## config.mk

```make
export PLATFORM = sky130hd
export DESIGN_NAME = mem_arb_rr_flat
export DESIGN_NICKNAME = d
export VERILOG_FILES = /design/src/rtl/mem_arb_rr_if.sv /design/src/rtl/mem_arb_rr.sv /design/src/flat_wrapper.sv
export SDC_FILE = /design/constraint.sdc
export NUM_CORES = 1
export LEC_CHECK = 0
export ABC_AREA = 1
export CAP_MARGIN = 20
export CORE_ASPECT_RATIO = 0.9
export CORE_MARGIN = 2
export CORE_UTILIZATION = 50
export CTS_CLUSTER_SIZE = 20
export DETAILED_ROUTE_END_ITERATION = 8
export GPL_ROUTABILITY_DRIVEN = 0
export PLACE_DENSITY = 0.95
export SLEW_MARGIN = 40
export SYNTH_ARGS = -nofsm -noshare
export SYNTH_HDL_FRONTEND = slang
export SYNTH_SLANG_ARGS = --single-unit
export TNS_END_PERCENT = 1
```

## constraint.sdc

```tcl
create_clock -name clk_in -period 8.4 [get_ports clk_in]
set_input_delay 0.84 -clock clk_in [delete_from_list [all_inputs] [get_ports clk_in]]
set_output_delay 0.84 -clock clk_in [all_outputs]
set_load 0.03 [all_outputs]
```

## src/rtl/mem_arb_rr_if.sv

```systemverilog
// Client request bus and byte-wide RAM port of the round-robin memory arbiter.
interface mem_arb_rr_if #(
  parameter int NUM_CH = 3,
  parameter int ADDR_W = 32,
  parameter int DATA_W = 32
);
  logic                       rdy_in;
  logic                       flush_in;
  logic [7:0]                 ram_rdata_in;
  logic [7:0]                 ram_wdata_out;
  logic [ADDR_W-1:0]          ram_addr_out;
  logic                       ram_rw_out;
  logic [NUM_CH-1:0]          req_en_in;
  logic [NUM_CH-1:0]          req_wr_in;
  logic [NUM_CH-1:0]          req_signed_in;
  logic [2*NUM_CH-1:0]        req_size_in;
  logic [ADDR_W*NUM_CH-1:0]   req_addr_in;
  logic [DATA_W*NUM_CH-1:0]   req_wdata_in;
  logic [NUM_CH-1:0]          gnt_out;
  logic [NUM_CH-1:0]          done_out;
  logic [DATA_W-1:0]          rdata_out;

  modport slave (
    input  rdy_in, flush_in, ram_rdata_in,
    input  req_en_in, req_wr_in, req_signed_in, req_size_in, req_addr_in, req_wdata_in,
    output ram_wdata_out, ram_addr_out, ram_rw_out, gnt_out, done_out, rdata_out
  );

  modport master (
    output rdy_in, flush_in, ram_rdata_in,
    output req_en_in, req_wr_in, req_signed_in, req_size_in, req_addr_in, req_wdata_in,
    input  ram_wdata_out, ram_addr_out, ram_rw_out, gnt_out, done_out, rdata_out
  );
endinterface

```

## src/rtl/mem_arb_rr.sv

```systemverilog
// Round-robin arbiter serialising NUM_CH client accesses onto one 8-bit RAM port.
// Reads are sign/zero extended; flush aborts reads but lets a started write finish.
module mem_arb_rr #(
  parameter int NUM_CH = 3,
  parameter int ADDR_W = 32,
  parameter int DATA_W = 32
) (
  input  logic        clk_in,
  input  logic        rst_in,
  mem_arb_rr_if.slave bus
);
  localparam int NB = DATA_W / 8;
  localparam int IDX_W = (NB > 1) ? $clog2(NB) : 1;
  localparam int CH_W = $clog2(NUM_CH);
  localparam logic [1:0] MAX_SZ = 2'($clog2(NB));

  typedef enum logic [1:0] {IDLE = 2'd0, XFER = 2'd1, RTAIL = 2'd2} state_t;

  state_t             state_r;
  logic [CH_W-1:0]    rr_ptr_r;
  logic [CH_W-1:0]    ch_r;
  logic [NUM_CH-1:0]  gnt_r;
  logic [NUM_CH-1:0]  done_r;
  logic [DATA_W-1:0]  rdata_r;
  logic               wr_r;
  logic               sgn_r;
  logic [IDX_W-1:0]   last_r;
  logic [IDX_W-1:0]   idx_r;
  logic [ADDR_W-1:0]  addr_r;
  logic [DATA_W-1:0]  wdata_r;
  logic [DATA_W-1:0]  asm_r;

  logic [NUM_CH-1:0]  elig_s;
  logic               found_s;
  logic               hit_s;
  logic [CH_W-1:0]    scan_s;
  logic [CH_W-1:0]    win_s;
  logic [NUM_CH-1:0]  win_onehot_s;
  logic [1:0]         sz_raw_s;
  logic [1:0]         sz_s;
  logic [IDX_W-1:0]   last_s;
  logic [IDX_W-1:0]   cap_idx_s;
  logic [CH_W-1:0]    next_ptr_s;
  logic [DATA_W-1:0]  asm_full_s;
  logic               xfer_s;

  logic [ADDR_W-1:0]  addr_arr_s  [NUM_CH];
  logic [DATA_W-1:0]  wdata_arr_s [NUM_CH];
  logic [1:0]         size_arr_s  [NUM_CH];

  // Extends the assembled read value from the top bit of byte 'last'.
  function automatic logic [DATA_W-1:0] extend_f(input logic [DATA_W-1:0] v,
                                                 input logic [IDX_W-1:0] last,
                                                 input logic sgn);
    logic [DATA_W-1:0] r;
    logic              msb;
    msb = 1'b0;
    for (int j = 0; j < NB; j++) begin
      msb = (j == int'(last)) ? v[8*j+7] : msb;
    end
    for (int j = 0; j < NB; j++) begin
      r[8*j +: 8] = (j <= int'(last)) ? v[8*j +: 8] : {8{sgn & msb}};
    end
    return r;
  endfunction

  for (genvar c = 0; c < NUM_CH; c++) begin : g_unpack
    assign addr_arr_s[c]  = bus.req_addr_in[c*ADDR_W +: ADDR_W];
    assign wdata_arr_s[c] = bus.req_wdata_in[c*DATA_W +: DATA_W];
    assign size_arr_s[c]  = bus.req_size_in[c*2 +: 2];
  end

  // A channel being told done this cycle is not re-granted; flush blocks new reads.
  assign elig_s = bus.req_en_in & ~done_r & (bus.flush_in ? bus.req_wr_in : {NUM_CH{1'b1}});

  // Scan upward from rr_ptr with wrap; first eligible channel wins.
  always_comb begin
    found_s = 1'b0;
    hit_s   = 1'b0;
    scan_s  = '0;
    win_s   = '0;
    for (int k = 0; k < NUM_CH; k++) begin
      scan_s  = CH_W'((int'(rr_ptr_r) + k) % NUM_CH);
      hit_s   = ~found_s & elig_s[scan_s];
      win_s   = hit_s ? scan_s : win_s;
      found_s = found_s | hit_s;
    end
  end

  assign win_onehot_s = NUM_CH'(1) << win_s;
  assign sz_raw_s     = size_arr_s[win_s];
  assign sz_s         = (sz_raw_s > MAX_SZ) ? MAX_SZ : sz_raw_s;
  assign last_s       = IDX_W'((32'd1 << sz_s) - 32'd1);
  assign cap_idx_s    = idx_r - IDX_W'(1);
  assign next_ptr_s   = (ch_r == CH_W'(NUM_CH - 1)) ? '0 : ch_r + CH_W'(1);

  // Final read byte arrives during RTAIL and is merged before extension.
  always_comb begin
    asm_full_s = asm_r;
    asm_full_s[{last_r, 3'b000} +: 8] = bus.ram_rdata_in;
  end

  assign xfer_s            = (state_r == XFER);
  assign bus.ram_rw_out    = xfer_s & wr_r & bus.rdy_in;
  assign bus.ram_addr_out  = xfer_s ? addr_r + ADDR_W'(idx_r) : '0;
  assign bus.ram_wdata_out = (xfer_s & wr_r) ? wdata_r[{idx_r, 3'b000} +: 8] : 8'h00;
  assign bus.gnt_out       = gnt_r;
  assign bus.done_out      = done_r;
  assign bus.rdata_out     = rdata_r;

  // Transaction FSM, arbitration pointer and registered client outputs.
  always_ff @(posedge clk_in or posedge rst_in) begin
    if (rst_in) begin
      state_r  <= IDLE;
      rr_ptr_r <= '0;
      ch_r     <= '0;
      gnt_r    <= '0;
      done_r   <= '0;
      rdata_r  <= '0;
      wr_r     <= 1'b0;
      sgn_r    <= 1'b0;
      last_r   <= '0;
      idx_r    <= '0;
      addr_r   <= '0;
      wdata_r  <= '0;
      asm_r    <= '0;
    end else if (bus.rdy_in) begin
      done_r <= '0;
      case (state_r)
        IDLE: begin
          if (found_s) begin
            ch_r    <= win_s;
            gnt_r   <= win_onehot_s;
            wr_r    <= bus.req_wr_in[win_s];
            sgn_r   <= bus.req_signed_in[win_s];
            last_r  <= last_s;
            addr_r  <= addr_arr_s[win_s];
            wdata_r <= wdata_arr_s[win_s];
            idx_r   <= '0;
            asm_r   <= '0;
            state_r <= XFER;
          end
        end
        XFER: begin
          if (!wr_r && bus.flush_in) begin
            gnt_r   <= '0;
            state_r <= IDLE;
          end else begin
            if (!wr_r && idx_r != '0) begin
              asm_r[{cap_idx_s, 3'b000} +: 8] <= bus.ram_rdata_in;
            end
            if (idx_r == last_r) begin
              if (wr_r) begin
                done_r   <= gnt_r;
                gnt_r    <= '0;
                rr_ptr_r <= next_ptr_s;
                state_r  <= IDLE;
              end else begin
                state_r  <= RTAIL;
              end
            end else begin
              idx_r <= idx_r + IDX_W'(1);
            end
          end
        end
        RTAIL: begin
          if (bus.flush_in) begin
            gnt_r   <= '0;
            state_r <= IDLE;
          end else begin
            rdata_r  <= extend_f(asm_full_s, last_r, sgn_r);
            done_r   <= gnt_r;
            gnt_r    <= '0;
            rr_ptr_r <= next_ptr_s;
            state_r  <= IDLE;
          end
        end
        default: begin
          gnt_r   <= '0;
          state_r <= IDLE;
        end
      endcase
    end
  end
endmodule
```

## src/flat_wrapper.sv

```systemverilog
// flat-port wrapper written by rule: the top's interface ports become plain ports
module mem_arb_rr_flat 
#(
  parameter int NUM_CH = 3,
  parameter int ADDR_W = 32,
  parameter int DATA_W = 32
)
  (clk_in, rst_in, bus_rdy_in, bus_flush_in, bus_ram_rdata_in, bus_req_en_in, bus_req_wr_in, bus_req_signed_in, bus_req_size_in, bus_req_addr_in, bus_req_wdata_in, bus_ram_wdata_out, bus_ram_addr_out, bus_ram_rw_out, bus_gnt_out, bus_done_out, bus_rdata_out);
  mem_arb_rr_if #(.NUM_CH(NUM_CH), .ADDR_W(ADDR_W), .DATA_W(DATA_W)) bus_i ();
  input  logic clk_in;
  input  logic rst_in;
  input wire logic [$bits(bus_i.rdy_in)-1:0] bus_rdy_in;
  input wire logic [$bits(bus_i.flush_in)-1:0] bus_flush_in;
  input wire logic [$bits(bus_i.ram_rdata_in)-1:0] bus_ram_rdata_in;
  input wire logic [$bits(bus_i.req_en_in)-1:0] bus_req_en_in;
  input wire logic [$bits(bus_i.req_wr_in)-1:0] bus_req_wr_in;
  input wire logic [$bits(bus_i.req_signed_in)-1:0] bus_req_signed_in;
  input wire logic [$bits(bus_i.req_size_in)-1:0] bus_req_size_in;
  input wire logic [$bits(bus_i.req_addr_in)-1:0] bus_req_addr_in;
  input wire logic [$bits(bus_i.req_wdata_in)-1:0] bus_req_wdata_in;
  output wire logic [$bits(bus_i.ram_wdata_out)-1:0] bus_ram_wdata_out;
  output wire logic [$bits(bus_i.ram_addr_out)-1:0] bus_ram_addr_out;
  output wire logic [$bits(bus_i.ram_rw_out)-1:0] bus_ram_rw_out;
  output wire logic [$bits(bus_i.gnt_out)-1:0] bus_gnt_out;
  output wire logic [$bits(bus_i.done_out)-1:0] bus_done_out;
  output wire logic [$bits(bus_i.rdata_out)-1:0] bus_rdata_out;
  assign bus_i.rdy_in = bus_rdy_in;
  assign bus_i.flush_in = bus_flush_in;
  assign bus_i.ram_rdata_in = bus_ram_rdata_in;
  assign bus_i.req_en_in = bus_req_en_in;
  assign bus_i.req_wr_in = bus_req_wr_in;
  assign bus_i.req_signed_in = bus_req_signed_in;
  assign bus_i.req_size_in = bus_req_size_in;
  assign bus_i.req_addr_in = bus_req_addr_in;
  assign bus_i.req_wdata_in = bus_req_wdata_in;
  assign bus_ram_wdata_out = bus_i.ram_wdata_out;
  assign bus_ram_addr_out = bus_i.ram_addr_out;
  assign bus_ram_rw_out = bus_i.ram_rw_out;
  assign bus_gnt_out = bus_i.gnt_out;
  assign bus_done_out = bus_i.done_out;
  assign bus_rdata_out = bus_i.rdata_out;
  mem_arb_rr #(.NUM_CH(NUM_CH), .ADDR_W(ADDR_W), .DATA_W(DATA_W)) u_core (.clk_in(clk_in), .rst_in(rst_in), .bus(bus_i));
endmodule
```

# Word-level counts from Yosys, hierarchy flattened
# Index checks and enable logic that the tools add are counted.
[totals]
regBits = 146
word_cells = 150
[op_classes]
addsub = 9
div = 3
order_cmp = 9
n_eq_ne = 16
n_shift = 7
n_mux = 64
bitwise = 14
reduce_logical = 15
[op_table]
columns = ["operator", "n"]
rows = [
  ["$mux 32", 8],
  ["$bmux 32 s2", 2],
  ["$bwmux 32", 2],
  ["$mod 32x3->32 const B", 2],
  ["$pmux 32 s2", 1],
  ["$shift 8x7->32 const A", 2],
  ["$shiftx 8x7->32", 2],
  ["$mux 2", 18],
  ["$add 32x2->32", 1],
  ["$mod 3x3->32 const B", 1],
  ["$mux 8", 4],
  ["$shiftx 32x6->8", 1],
  ["$mux 3", 9],
  ["$neg 5->7", 2],
  ["$lt 2x3->1 const B", 4],
  ["$pmux 2 s2", 3],
  ["$pmux 3 s2", 2],
  ["$bmux 1 s2", 5],
  ["$ne 2x2->1 const B", 5],
  ["$reduce_and 5->1", 2],
  ["$mux 1", 9],
  ["$reduce_and 3->1", 3],
  ["$and 3x3->3", 2],
  ["$reduce_and 6->1", 1],
  ["other kinds (29)", 46],
]

# Longest topological paths before layout
# Gate-level depths: netlist (run 1).
[depth]
word_depth = 19
ltp_mapped = 20
ltp_nobuf = 18

# Least setup slack after synthesis (run 1)
# Ideal clock, no wire load.
[synth_timing]
kind = "reg-to-output"
startpoint = "reg u_core.idx_r[0]"
endpoint = "out bus_ram_addr_out[26]"
arrival_time_ns = 2.463
slack_ns = 5.097
path_stages_with_launch = 13
path_cell_list = "dfrtp_1 -> ha_1 -> fa_1 -> nand2_1 -> nor2_2 -> nand2_1 -> nor3_2 -> nand3_1 -> nor3_2 -> nand2_1 -> inv_1 -> a21oi_1 -> nor3_1"
[synth_via]
elab_chain_cells = 2
[synth_lines]
columns = ["element", "line", "rtl"]
rows = [
  ["start, declared", "mem_arb_rr.sv:28", "logic [IDX_W-1:0] idx_r;"],
  ["start signal, assigned", "mem_arb_rr.sv:162", "idx_r <= idx_r + IDX_W'(1);"],
  ["$add 32x2->32", "mem_arb_rr.sv:105", "assign bus.ram_addr_out = xfer_s ? addr_r + ADDR_W'(idx_r) : '0;"],
  ["$mux 32", "mem_arb_rr.sv:105", ""],
  ["end, declared", "flat_wrapper.sv:22", "output wire logic [$bits(bus_i.ram_addr_out)-1:0] bus_ram_addr_out;"],
]
# No other way between the ends.

# Worst setup path in the final report (run 1)
# Same ends and word-level chain as after synthesis.

==> reports/metrics.cfg, run 1 <==
[power_and_ir_drop]
clkPwrFrac=0.143
p_comb_frac=0.619
powerDensity_nw_per_um2=404.6
irDropWorstVdd_mv=0.2606
intPower_uw=2456
power.switching_uw=2611
swShare=0.5153
leakage_uw=0.005826
seq_power_share=0.237

[drt]
first_iter_violations=965
drt-vias-per-instance=5.454
vias=9872
ant_nets=0
drc_errors=0
wl_per_cell_um=16.57
firstDrtPassIters=6
routed_wl_um=30000

[cells_and_area]
final_nets=1793
final_cell_mix=nand2_1, clkdlybuf4s50_1, inv_1
drive_gt1_frac=0.04974
syn_to_final_growth_pct=41.38
layout_commonest_cell=nand2_1
fillers=1364
stdcell_count=1810

[synth]
synth.top_cell.area_share=0.3898
ys_types=38
synthTopCellsByArea=dfrtp_1, nand2_1, a21oi_1
seq_area_frac_synth=0.3898
syn_inst=1291
syn-num-nets=1529
synth_area_per_cell_um2=6.863
yosysTopAreaCell=dfrtp_1
netlist_area_um2=8860
yosysWarnings=0
synth.ff_latch_count=138

[die]
coreArea_um2=17500
fp.dieH_um=130.3
die_area_um2=18800
chipWidth_um=144.3
start_util=0.5064
row_count=46
ioPinCount=298

[status]
outcome=completed

[timing]
fin_crit_ns=4.842
hold_viol=0
slew_viol_final=0
setup_tns_ns=0
relSlewSlack=0.4854
finalCritPeriodShare=0.5764
rsz0062_at_grt=no
finalSetupViolCount=0
finClkSkew_ns=0.006937
tightest_slew_ns=0.7719
fmax_mhz=206.5
layout_setup_ws_ns=3.558

[critical_path]
regToRegSetupSlack_ns=4.95
timing.rr.start=u_core.last_r[0]$_DFFE_PP0P_
rr_endpoint=u_core.bus.rdata_out[17]$_DFFE_PP0P_
startpoint_type=flop
r2r.worst_path.cells=12
required_ns=7.56
crit_type=reg -> out
critPathMaxFanout=21
cp-end-kind=output pin
cp.arrival_ns=4.00

[run]
cap_violations=0

[clock_tree]
cts_tree=built
cts_resized=0
cts_sinks=138
cts_setup_buffers=0
cts_buffers=17
cts_buffer_depth=2
clk_latency_ns=0.42
cts_hold_buf=0
clkTransAtPathRegs_ns=0.05
cts-root-buf=clkbuf_16
cts_max_level=4

[min_path]
min_path_cells=2
hold_end=u_core.asm_r[19]$_DFFE_PP0P_
hp-start=u_core.asm_r[19]$_DFFE_PP0P_
hp-class=reg -> reg

[placed_design]
port_buffers=297
place_ws_ns=4.068
dpl.hpwl_um=21890
dp_cells=1776

[global_route]
grt_pass1_vias=9331
grt_max_degree=92
grt_overflow=0
grt.total_usage=0.3177
antenna_found_initial=2
grt_pass1_wl_um=46220

cell usage after synthesis (all sizes together):
cell     number
nand4         9
inv         165
o211ai        5
xnor2         3
buf          24
nand2       416
a2bb2oi      32
xor2          7
fa            1
a21oi       122
nor3         27
nor3b         1
o31ai         2
o21ai        56
nor4          7
clkbuf       34
nand3        87
o22ai        11
nor2         83
or2          22
a31oi         9
o32ai         7
dfrtp       138
nor4b         1
ha           18
clkinv        4
kinds of logic (layout without fill, tap and decap cells):
group / count (synthesis) / count (layout) / synth area share
xor+xnor: 10 / 10 / 0.009886
flops: 138 / 138 / 0.3898
buf+inv: 227 / 504 / 0.1029
compound gates: 244 / 244 / 0.1607
other cells: 0 / 2 / 0
fa+ha+maj: 19 / 19 / 0.02768
simple gates: 653 / 653 / 0.3090
per-stage QoR:
step                      cell area, um^2    util  power, uW  hold WS (ns)
final                               12530  0.7159       5067        0.4895
after global routing                12520  0.7156       5438        0.5183
after CTS                           12510  0.7150       5031        0.4892
after detailed placement            11930  0.6819       4272        0.4725
after global placement              11920  0.6810       4179        0.4635
after floorplan                      8860       -       3376        0.4491
metal layers:
layer,up-vias,track usage,wire [um]
met3,107,0.07670,2510
met4,2,0.1513,1402
met2,509,0.5339,14610
met5,-,0,13
li1,4699,-,-
met1,4555,0.3864,11470
state kept, by name (all words and copies together) (netlist names), 3 cells and up:
name	count
u_core.addr_r	32
u_core.bus.rdata_out	32
u_core.asm_r	24
u_core.bus.done_out	3
u_core.bus.gnt_out	3
u_core.wdata_r	32
layout make-up:
type,instances,area (um^2),area share
inverter,169,641.9,0.05124
tap,240,300.3,0.02397
timing repair buffer,303,3025,0.2415
antenna,2,5.005,0.0003996
clock buffer,26,519.2,0.04145
multi-input combinational,926,4521,0.3609
clock inverter,6,60.06,0.004795
sequential,138,3453,0.2757
power groups by stage:
stage          Clock [uW]  Combinational (uW)  Sequential [uW]
3_5_place_dp            0                3080             1200
6_report              726                3140             1200
3_3_place_gp            0                2990             1190
5_1_grt               767                3440             1230
4_1_cts               730                3110             1200
2_1_floorplan           0                2100             1280
worst max-delay path, cell delays in order, from the launching register on:
cell and delay (ns):
dfrtp_1 0.82, ha_1 0.31, fa_1 0.20, nand2_1 0.09, nor2_2 0.17, nand2_1 0.12, nor3_2 0.23, nand3_1 0.20
nor3_2 0.22, nand2_1 0.14, inv_1 0.12, a21oi_1 0.07, nor3_1 0.15, clkdlybuf4s50_1 0.73
worst max-delay path by stage:
stage                                      from                      endpoint  slack [ns]  cells after the start
detailed placement  u_core.idx_r[0]$_DFFE_PP0P_          bus_ram_addr_out[26]        4.07                     13
floorplan                                rst_in  u_core.addr_r[0]$_DFFE_PP0P_        3.86                      1
global placement    u_core.idx_r[0]$_DFFE_PP0P_          bus_ram_addr_out[26]        4.21                     13
global route        u_core.idx_r[0]$_DFFE_PP0P_          bus_ram_addr_out[26]        3.23                     13
CTS                 u_core.idx_r[0]$_DFFE_PP0P_          bus_ram_addr_out[26]        3.60                     13
finish              u_core.idx_r[0]$_DFFE_PP0P_          bus_ram_addr_out[26]        3.56                     13
Note: power is estimated with default switching activity, not from simulation.
==> run 2: changes to the inputs <==
--- a/config.mk
+++ b/config.mk
@@ -9,11 +9,11 @@
 export CAP_MARGIN = 20
 export CORE_ASPECT_RATIO = 0.9
 export CORE_MARGIN = 2
-export CORE_UTILIZATION = 50
+export CORE_UTILIZATION = 47
 export CTS_CLUSTER_SIZE = 20
 export DETAILED_ROUTE_END_ITERATION = 8
 export GPL_ROUTABILITY_DRIVEN = 0
-export PLACE_DENSITY = 0.95
+export PLACE_DENSITY = 0.9
 export SLEW_MARGIN = 40
 export SYNTH_ARGS = -nofsm -noshare
 export SYNTH_HDL_FRONTEND = slang
==> constraint.sdc (replaced) <==
create_clock -name clk_in -period 4.5 [get_ports clk_in]
set_input_delay 0.45 -clock clk_in [delete_from_list [all_inputs] [get_ports clk_in]]
set_output_delay 0.45 -clock clk_in [all_outputs]
set_load 0.03 [all_outputs]
==> run 2 against run 1 <==
Compared with the run above: via count barely moved; register-to-register slack got worse by 3.9 ns; utilization is 3.6 points lower; hold slack got worse by 0.0050 ns; power up 85%; die area grew 6.2%; clock skew grew 0.00054 ns; cell area about the same; clock power up 78%; routed wire length decreased by 1.2%.
==> reports/metrics.cfg, run 2 (synthesis gave the netlist of run 1 again) <==
[cells_and_area]
drive_gt1_frac=0.05089
syn_to_final_growth_pct=41.29
final_area_um2=12520
fillers=1482
final_nets=1798
layout_commonest_cell=nand2_1
final_cell_mix=nand2_1, clkdlybuf4s50_1, inv_1

[drt]
ant_nets=0
wl_per_cell_um=16.28
vias=9863
firstDrtPassIters=8
routed_wl_um=29640
first_iter_violations=757
drc_errors=0
drt-vias-per-instance=5.419

[die]
coreArea_um2=18410
fp.dieH_um=134.3
die_area_um2=19970
row_count=47
start_util=0.4813
ioPinCount=298
chipWidth_um=148.7

[timing]
finalCritPeriodShare=0.8624
rsz0062_at_grt=no
fin_crit_ns=3.881
finalSetupViolCount=0
tightest_slew_ns=0.7719
hold_viol=0
finClkSkew_ns=0.007478
fmax_mhz=257.7
slew_viol_final=0
layout_setup_ws_ns=0.6194
setup_tns_ns=0
relSlewSlack=0.4854

[clock_tree]
cts_buffer_depth=2
cts_resized=0
cts_setup_buffers=0
cts_buffers=17
cts-root-buf=clkbuf_16
clk_latency_ns=0.43
cts_hold_buf=0
clkTransAtPathRegs_ns=0.06
cts_max_level=4
cts_tree=built
cts_sinks=138

[critical_path]
cp-end-kind=output pin
startpoint_type=flop
cp.arrival_ns=3.43
crit_type=reg -> out
slowest_stage=clkdlybuf4s50_1
critPathMaxFanout=16
required_ns=4.05
cp_slowest_stage_delay_ns=0.71
cpMostUsedCell=nand2_1
crit_chain=buf_4 > ha_1 > nand2_1 > o21ai_1 > nand2_1 > nor2_1 > nand2_1 > inv_1 > nand2_1 > inv_1 > nand2_1 > clkinv_1 > nand3_1 > a21oi_1 > clkdlybuf4s50_1

[power_and_ir_drop]
leakage_uw=0.005830
swShare=0.5158
intPower_uw=4547
finalPower_uw=9392
power.switching_uw=4845
powerDensity_nw_per_um2=750.3
p_comb_frac=0.630
seq_power_share=0.233
irDropWorstVdd_mv=0.4992
clkPwrFrac=0.138

[min_path]
hp-class=reg -> reg

[global_route]
antenna_found_initial=3
grt_max_degree=78
grt_pass1_vias=9515
grt.total_usage=0.2972
grt_overflow=0
grt_pass1_wl_um=46860

[placed_design]
place_area_um2=11970
port_buffers=297
place_ws_ns=1.089
dpl.hpwl_um=22110

[status]
outcome=completed

[run]
cap_violations=0

==> run 2: final timing paths <==
path                                                    from                                    to  slack [ns]  depth (start not counted)
worst max register to register  u_core.last_r[0]$_DFFE_PP0P_  u_core.bus.rdata_out[16]$_DFFE_PP0P_        1.09                         11
worst max-delay path             u_core.idx_r[1]$_DFFE_PP0P_                  bus_ram_addr_out[29]        0.62                         15
min in group asynchronous                             rst_in         u_core.addr_r[12]$_DFFE_PP0P_        0.53                          2
worst min-delay path             u_core.asm_r[4]$_DFFE_PP0P_           u_core.asm_r[4]$_DFFE_PP0P_        0.48                          2
worst min register to register   u_core.asm_r[4]$_DFFE_PP0P_           u_core.asm_r[4]$_DFFE_PP0P_        0.48                          2
max in group asynchronous                             rst_in          u_core.asm_r[17]$_DFFE_PP0P_        3.02                          3
==> run 2: area by class of cell <==
| cell class | count | area (um^2) | share of cell area |
|---|---|---|---|
| inverters | 169 | 640.6 | 0.05117 |
| clock inverters | 8 | 71.32 | 0.005697 |
| well taps | 245 | 306.5 | 0.02449 |
| multi-input cells | 926 | 4516 | 0.3607 |
| flip-flops and latches | 138 | 3453 | 0.2759 |
| clock buffers | 23 | 467.9 | 0.03738 |
| diodes | 3 | 7.507 | 0.0005997 |
| repair buffers | 308 | 3055 | 0.2441 |
==> run 2: power by group through the flow <==
stage          logic (uW)  registers [uW]  clock network [uW]
6_report             5910            2190                1290
5_1_grt              6500            2240                1360
2_1_floorplan        3920            2380                   0
4_1_cts              5870            2170                1310
3_3_place_gp         5670            2170                   0
3_5_place_dp         5840            2180                   0
==> run 2: metrics by stage <==
stage,util,cells,hold WS [ns]
floorplan,-,1291,0.4491
global placement,0.6497,1786,0.4619
detailed placement,0.6503,1786,0.4666
CTS,0.6796,1817,0.4823
global route,0.6801,1820,0.5077
finish,0.6801,1820,0.4844
==> run 2: worst max-delay path, delay by kind of cell (launching register included) <==
family | cells | cell delay, ns
fa+ha+maj | 1 | 0.30
compound gates | 2 | 0.45
flops | 1 | 0.35
buf+inv | 5 | 1.17
simple gates | 7 | 0.72
==> run 2: layer usage <==
layer	track usage	up-vias	part of all wire	wire length, um
met5	0	-	0	0
met4	0.1333	0	0.038	1124
met3	0.06463	94	0.081	2393
met2	0.5059	506	0.49	14630
met1	0.3628	4556	0.39	11490
li1	-	4707	-	-
